<file path="config.mk">
export PLATFORM = sky130hd
export DESIGN_NAME = adder_tree_pipe
export DESIGN_NICKNAME = d
export VERILOG_FILES = /design/src/rtl/adder_tree_pipe.sv
export SDC_FILE = /design/constraint.sdc
export NUM_CORES = 1
export LEC_CHECK = 0
export ABC_AREA = 1
export CORE_MARGIN = 2
export CORE_UTILIZATION = 51
export CTS_CLUSTER_DIAMETER = 100
export DETAILED_ROUTE_END_ITERATION = 6
export GPL_TIMING_DRIVEN = 1
export PLACE_DENSITY = 0.89
export SLEW_MARGIN = 20
export SYNTH_ARGS = -nofsm -noshare
export SYNTH_HDL_FRONTEND = slang
export SYNTH_SLANG_ARGS = --single-unit
</file>
<file path="constraint.sdc">
create_clock -name clk -period 1.6 [get_ports clk]
set_clock_uncertainty 0.1 [all_clocks]
set_input_delay 0.32 -clock clk [delete_from_list [all_inputs] [get_ports clk]]
set_output_delay 0.32 -clock clk [all_outputs]
set_load 0.005 [all_outputs]
</file>
<file path="src/rtl/adder_tree_pipe.sv">
// adder_tree_pipe: pipelined unsigned adder tree, one register level per tree level, with stall and valid
module adder_tree_pipe #(
    parameter int N          = 10,
    parameter int NUM_INPUTS = 8
) (
    input  logic                               clk,
    input  logic                               reset,
    input  logic                               stall,
    input  logic                               in_valid,
    input  logic [NUM_INPUTS*N-1:0]            in_data,
    output logic                               out_valid,
    output logic [N+$clog2(NUM_INPUTS)-1:0]    out_sum
);
    localparam int LEVELS = $clog2(NUM_INPUTS);
    genvar l;
    generate
        for (l = 1; l <= LEVELS; l++) begin : lv
            localparam int M = NUM_INPUTS >> l;
            logic                  pv;
            logic                  v;
            logic [2*M-1:0][N+l-2:0] a;
            logic [M-1:0][N+l-1:0]   s;
            if (l == 1) begin : src
                assign pv = in_valid;
                assign a  = in_data;
            end else begin : src
                assign pv = lv[l-1].v;
                assign a  = lv[l-1].s;
            end
            always_ff @(posedge clk) begin
                if (reset) begin
                    v <= 1'b0;
                    s <= '0;
                end else if (!stall) begin
                    v <= pv;
                    if (pv)
                        for (int k = 0; k < M; k++)
                            s[k] <= {1'b0, a[2*k]} + {1'b0, a[2*k+1]};
                end
            end
        end
    endgenerate
    assign out_valid = lv[LEVELS].v;
    assign out_sum   = lv[LEVELS].s[0];
endmodule

</file>
==> metrics.sh <==
STATUS='finished, violations left'
VIOLATIONS='DRC, setup timing'
PORTION_OF_THE_POST_SYNTHESIS_AREA_USED_BY_SEQUENTIAL_ELEMENTS_PCT=24.41
FILL_CELLS=718
DIE_WIDTH_UM=120.2
TIGHTESTPINTRANSITION_PS=351.0
CP_DATA_REQUIRED_TIME_PS=1750
TIMING.RR.START='lv[1].s[27]'
DRIVE_ABOVE_1_SHARE_PCT=31.18
LARGEST_NET_DEGREE_AT_THE_START_OF_GLOBAL_ROUTING=53
CAP_VIOL_MAX_COUNT=0
WORST-PATH-MAX-FANOUT=4
RSZ0062_AT_GRT='true'
CTS_TREE='done'
AVGSYNTHCELLAREA_UM2=6.351
DIODES=0
POST-SYNTH-TOP-AREA-CELL='dfxtp_1'
SLEW_HEADROOM_PCT=76.35
FLOORPLAN.IO_PINS=98
POST_CTS_HOLD_BUFFER_COUNT=0
WORSTHOLDPATHCELLS=4
SYNTH.FF_LATCH_COUNT=84
SYNTH_AREA_UM2=6890
FINAL_NET_COUNT=1447
ANTENNA_LEFT=0
RR_ENDPOINT='lv[2].s[22]'
GRTUSAGETOTAL_PCT=27.88
MIN-DELAY-PATH-CLASS='in2reg'
ROUTABILITYCONGESTION=0.9177
WORSTREGTOREGCELLS=11
FINALINSTANCEAREA_UM2=10610
IR_DROP_uV=573.7
DIE_HEIGHT_UM=120.2
INITIAL_UTIL_PCT=52.03
CTS-BUFFERS-INSERTED=9
DRT_PRE_ANTENNA_ITERS=7
FINALMAXSLEWVIOLATIONS=0
PLACE.DETAILED.HPWL_MM=13.57
DRT-WIRELENGTH-PER-CELL_UM=18.02
YOSYSUNIQUECELLTYPES=34
POST-ROUTE-WORST-SETUP-SLACK_PS=-187.0
GRT_ANTENNA_BEFORE_REPAIR=0
SOURCE_TO_SINK_CLOCK_DELAY_AT_THE_LATER_PIN_OF_THE_WORST_SKEW_PAIR_PS=350
FMAXACHIEVABLE_MHz=559.6
HOLD_VIOL_FINAL=0
VIAS_PER_CELL=5.830
PLACE_INST=1428
GRT_PASS1_VIAS=7333
ASYNC_RESET_FF_SHARE_PCT=0
STD_CELL_ROWS=42
ROUTED_WL_MM=26.35
SETUP.WORST_PATH.CLASS='reg2reg'
MIN_PERIOD_OVER_PERIOD_PCT=111.7
CTSLONGESTPATHBUFFERS=2
SYNTH_TOP_AREA_SHARE_PCT=24.41
CLOCK_TREE_ROOT_BUFFER_CELL='clkbuf_16'
DIEAREA_UM2=14460
SINK_OF_THE_WORST_HOLD_PATH='lv[1].s[22]'
DR.FIRST_ITER.DRC_COUNT=1005
CELLLEAKAGEPOWER_uW=0.005641
START_KIND='flip-flop'
ROUTE.VIAS.TOTAL=8523
GRT_FIRST_PASS_WIRELENGTH_MM=33.21
TRITONCTS_NUM_SINKS=84
POST_SYNTH_MOST_FREQUENT_CELLS='253 x nand2_1, 174 x inv_1, 174 x nor2_1'
CLK_TRANSITION_REPORTED_PATHS_PS=60
GR-TOTAL-OVERFLOW=0
SYNTH-MAIN-FF-CELL='dfxtp_1'
DPL_CELL_AREA_UM2=8693
CELLPOWERDENSITY_nW_PER_UM2=682.2
TIMING.FINAL.CRIT_PERIOD_PS=1787
CP.ARRIVAL_PS=1940
YOSYSWARNINGCOUNT=0
SYNTH_AREA_LEADERS='dfxtp_1 24%, nand2_1 14%, ha_1 13%'
R2R_SETUP_SLACK_PS=-190
PORT_BUFFERS=97
SYNTH_ENABLE_FLOP_CELLS=0
CRIT_PATH_END_KIND='flip-flop'
FINISH.CELL_COUNT_WITHOUT_FILLERS=1462
TIMING.FINAL.SETUP_VIOLATIONS=19
HOLD_START='in_data[50]'
AREA_GROWTH_SYN_TO_LAYOUT_PCT=53.91
POST_SYNTH_INST_COUNT=1085
YOSYSMOSTFREQUENTCELL='nand2_1'
DRC=1
CTS_H_TREE_LVLS=3
DESIGN.CORE.AREA_UM2=13240
SYNTH_NETS=1250
==> worst max-delay path, stage by stage (launching register included) <==
cell and delay (ps):
dfxtp_1 480, ha_4 280, nand2_1 120, inv_1 110
nand2_1 100, nand2_1 80, nand2_2 110, nand3_2 80
nand2_2 70, nand3_2 50, nand2_1 60, inv_1 40
==> how the worst max path moves through the flow <==
| stage | startpoint | to | slack, ps | depth (start not counted) |
|---|---|---|---|---|
| global route | lv[1].s[27] | lv[2].s[22] | -270 | 11 |
| floorplan | lv[2].s[0] | out_sum[6] | -0.6 | 9 |
| CTS | lv[2].s[12] | out_sum[8] | -50 | 10 |
| global placement | in_data[60] | lv[1].s[41] | -580 | 10 |
| finish | lv[1].s[27] | lv[2].s[22] | -190 | 11 |
| detailed placement | in_data[70] | lv[1].s[39] | -680 | 10 |
==> through the flow <==
step	power (µW)	util, %	setup slack (ps)	hold slack [ps]	TNS, ps
2_1_floorplan	3435	-	-0.5572	352.7	-0.5572
3_5_place_dp	4176	65.65	-675.6	366.9	-20430
5_1_grt	7491	80.08	-270.9	349.9	-3122
3_3_place_gp	4122	65.65	-584.0	343.3	-17480
4_1_cts	6627	72.51	-53.74	345.8	-170.6
6_report	7234	80.08	-187.0	310.5	-1169
==> layer usage <==
metal	GRT usage, %	routed length [µm]
met5	0	0
met1	34.57	9342
met2	49.22	12600
met4	9.956	1919
met3	4.057	2478
==> power by group <==
part	internal, µW	switching [µW]
logic	1200	1380
clock network	1400	887
registers	2220	145
total	4830	2410
==> sequential cells by signal, indices dropped and copies added, names as in the netlist <==
| signal | count |
|---|---|
| out_sum | 13 |
| lv.v | 2 |
| out_valid | 1 |
| lv.s | 68 |
==> what timing repair did <==
action | in CTS | in global routing
pin swaps | 42 | 72
gates cloned | 0 | 0
setup endpoints to repair | 55 | 62
gates resized for setup | 136 | 243
setup buffers | 7 | 13
==> cells by family (layout without fill, tap and decap cells) <==
family,count (synthesis),count (layout),share of synthesized area (%)
simple gates,563,563,34.47
compound gates,136,136,11.11
xor+xnor,18,18,2.288
fa+ha+maj,81,81,15.47
flops,84,84,24.41
buf+inv,203,404,12.26
==> placed cells by master, fill, tap and decap left out, types with 4 or more instances in the layout <==
master           instances
a211oi_1                 4
a21oi_1                 34
a21oi_2                 19
a21oi_4                  6
buf_12                   4
buf_4                  103
buf_6                    7
clkbuf_16                9
clkbuf_2                 8
clkdlybuf4s50_1         15
dfxtp_1                 50
dfxtp_2                 32
dlygate4sd2_1           22
dlymetal6s2s_1          51
fa_2                     7
ha_1                    16
ha_4                    55
inv_1                  161
inv_2                   14
nand2_1                210
nand2_2                 39
nand2_4                  6
nand3_1                 59
nand3_2                 38
nand3_4                  6
nand3b_1                 6
nand4_1                 12
nor2_1                 161
nor2_2                  10
o211ai_2                 4
o21ai_0                 30
o21ai_1                 21
o21ai_4                  4
o21bai_1                 6
or2_2                    4
xnor2_1                  7
xor2_1                  11
==> final cells by class <==
cell class / count / area, µm² / share of cell area (%)
Clock buffer: 11 / 242.7 / 2.289
Clock inverter: 4 / 73.82 / 0.6961
Inverter: 178 / 675.6 / 6.371
Multi-Input combinational cell: 798 / 5705 / 53.80
Sequential cell: 84 / 1729 / 16.30
Tap cell: 176 / 220.2 / 2.076
Timing Repair Buffer: 211 / 1958 / 18.46
(Power assumes the default switching activity.)
==> patch: new RTL, config.mk and constraints unchanged <==
The parameter `N` goes from 10 to 11.
--- a/src/rtl/adder_tree_pipe.sv
+++ b/src/rtl/adder_tree_pipe.sv
@@ -1,6 +1,6 @@
 // adder_tree_pipe: pipelined unsigned adder tree, one register level per tree level, with stall and valid
 module adder_tree_pipe #(
-    parameter int N          = 10,
+    parameter int N          = 11,
     parameter int NUM_INPUTS = 8
 ) (
     input  logic                               clk,
Ports: changed (resized in_data and out_sum); port bits go from 98 to 107. The function was not compared with the original's and may differ.
==> patch against the original RTL <==
- non-clock buffer count grew 3
- sequential power grew 8%
- wire length rose by 7.9%
- the run still ends with design-rule violations, negative setup slack left
- synthesized cell count increased by 16%
- area after synthesis increased by 11%
- sequential cell count rose by 7
- total power grew 5.0%
- final area grew 11%
- largest power group unchanged
- clock power is 4% lower
- combinational power up 9.7%
- worst hold slack improved by 0.032 ns
- setup slack better by 0.035 ns
- first-iteration DRC count is 1.5% lower
- sequential share of layout area shrank 0.12 points
==> patch: results (changes against the original RTL) <==
outcome=complete, but fails checks (unchanged); failing checks=design-rule violations, negative setup slack (unchanged); power in sequential cells=2.57 mW (was 2.37 mW); non-clock buffer area fraction after layout=0.178 (was 0.185); quantity of I/O buffers inserted on ports=106 (was 97); met3 usage in global routing=0.0430 (was 0.0406); total standard cell area after synthesis=7680 um^2 (was 6890 um^2); top cells by area in the synthesized netlist=dfxtp_1 24%, nand2_1 17%, ha_1 13% (was dfxtp_1 24%, nand2_1 14%, ha_1 13%); Arr. time, crit path=1.90 ns (was 1.94 ns); total of fill cells in the finished design=806 (was 718); total area of multi-input combinational cells=6500 um^2 (was 5710 um^2); leading cell types by count after synthesis=347 x nand2_1, 214 x nor2_1, 196 x inv_1 (was 253 x nand2_1, 174 x inv_1, 174 x nor2_1); number of gates given a new drive strength after cts=107 (was 136); multi-input gate count=945 (was 798); synthesized netlist net count=1443 (was 1250); area overhead of the layout relative to synthesis=53.6% (was 53.9%); Remaining DRCs=8 (was 1); endpoint of the worst register-to-register path=lv[2].s[7] (was lv[2].s[22]); Slowest-stage cell, CP=dfxtp_4 (was dfxtp_1); Total Nets Final=1642 (was 1447); Global Route met1 Usage=0.338 (was 0.346); end of the worst hold path=lv[1].s[12] (was lv[1].s[22]); instance area at placement=9750 um^2 (was 8690 um^2); largest net degree at the start of global routing=48 (was 53); Total Neg Setup Slack=-1.40 ns (was -1.17 ns); CP peak stage delay=0.36 ns (was 0.48 ns); Worst Setup Slack, final=-0.152 ns (was -0.187 ns); internal power summed over all cells=5.05 mW (was 4.83 mW); Starting DRT DRC Count=990 (was 1005); Routed WL per cell=17.2 um (was 18.0 um); metal1 wirelength=10.8 mm (was 9.34 mm); total setup violations reported at the end of the flow=20 (was 19); Final HPWL DP=15.7 mm (was 13.6 mm); fraction of layout instances using a drive strength above 1=0.289 (was 0.312); first-pass GRT wire length=36.8 mm (was 33.2 mm); Yosys reg bits=91 (was 84); Clock Network Area Fraction=0.0250 (was 0.0298); Clk network pwr share=0.289 (was 0.317); vias after detailed routing=9489 (was 8523); wire length on met2=13.7 mm (was 12.6 mm); LEAKAGE=6.42 nW (was 5.64 nW); maximum resistive drop on vdd=0.584 mV (was 0.574 mV); buffers inserted during post-CTS setup optimization=4 (was 7); Setup Slack @ Placement=-0.518 ns (was -0.676 ns); GR Layer Usage met2=0.480 (was 0.492); hold_ws=0.343 ns (was 0.310 ns); number of distinct library cells after synthesis=31 (was 34); combined flip-flop and latch cell area=1910 um^2 (was 1730 um^2); global placement routability congestion=0.928 (was 0.918); transition time of the tightest slew-check pin=0.283 ns (was 0.351 ns); vias in the first global route=8189 (was 7333); count of inverters not on the clock network in the layout=201 (was 178); Met3 Wirelength=2.07 mm (was 2.48 mm); non-clock buffer count in the final layout=214 (was 211)
==> patch: cell types whose count changed in the layout (fill, tap and decap cells not counted), moves of 8 or more <==
cell            unedited run  this run
ha_4                      55        69
inv_1                    161       191
nor2_1                   161       194
dfxtp_2                   32        52
nand2_2                   39        51
dlymetal6s2s_1            51        72
nand2_1                  210       295
dfxtp_1                   50        33
xnor2_1                    7        15
==> patch: per-stage QoR <==
stage | power, mW | cells
floorplan | 3.80 | 1263
global placement | 4.62 | 1624
detailed placement | 4.69 | 1624
CTS | 7.04 | 1643
global route | 7.92 | 1650
finish | 7.60 | 1650
==> patch: kinds of logic (layout without fill, tap and decap cells) <==
logic type / count (synthesis) / count (layout) / synth area share
buffers and inverters: 227 / 430 / 0.117
flip-flops: 91 / 91 / 0.237
AND/OR/NAND/NOR: 712 / 712 / 0.384
adder cells (fa/ha/maj): 88 / 88 / 0.150
XOR/XNOR: 27 / 27 / 0.0308
AO/OA/AOI/OAI: 118 / 118 / 0.0806
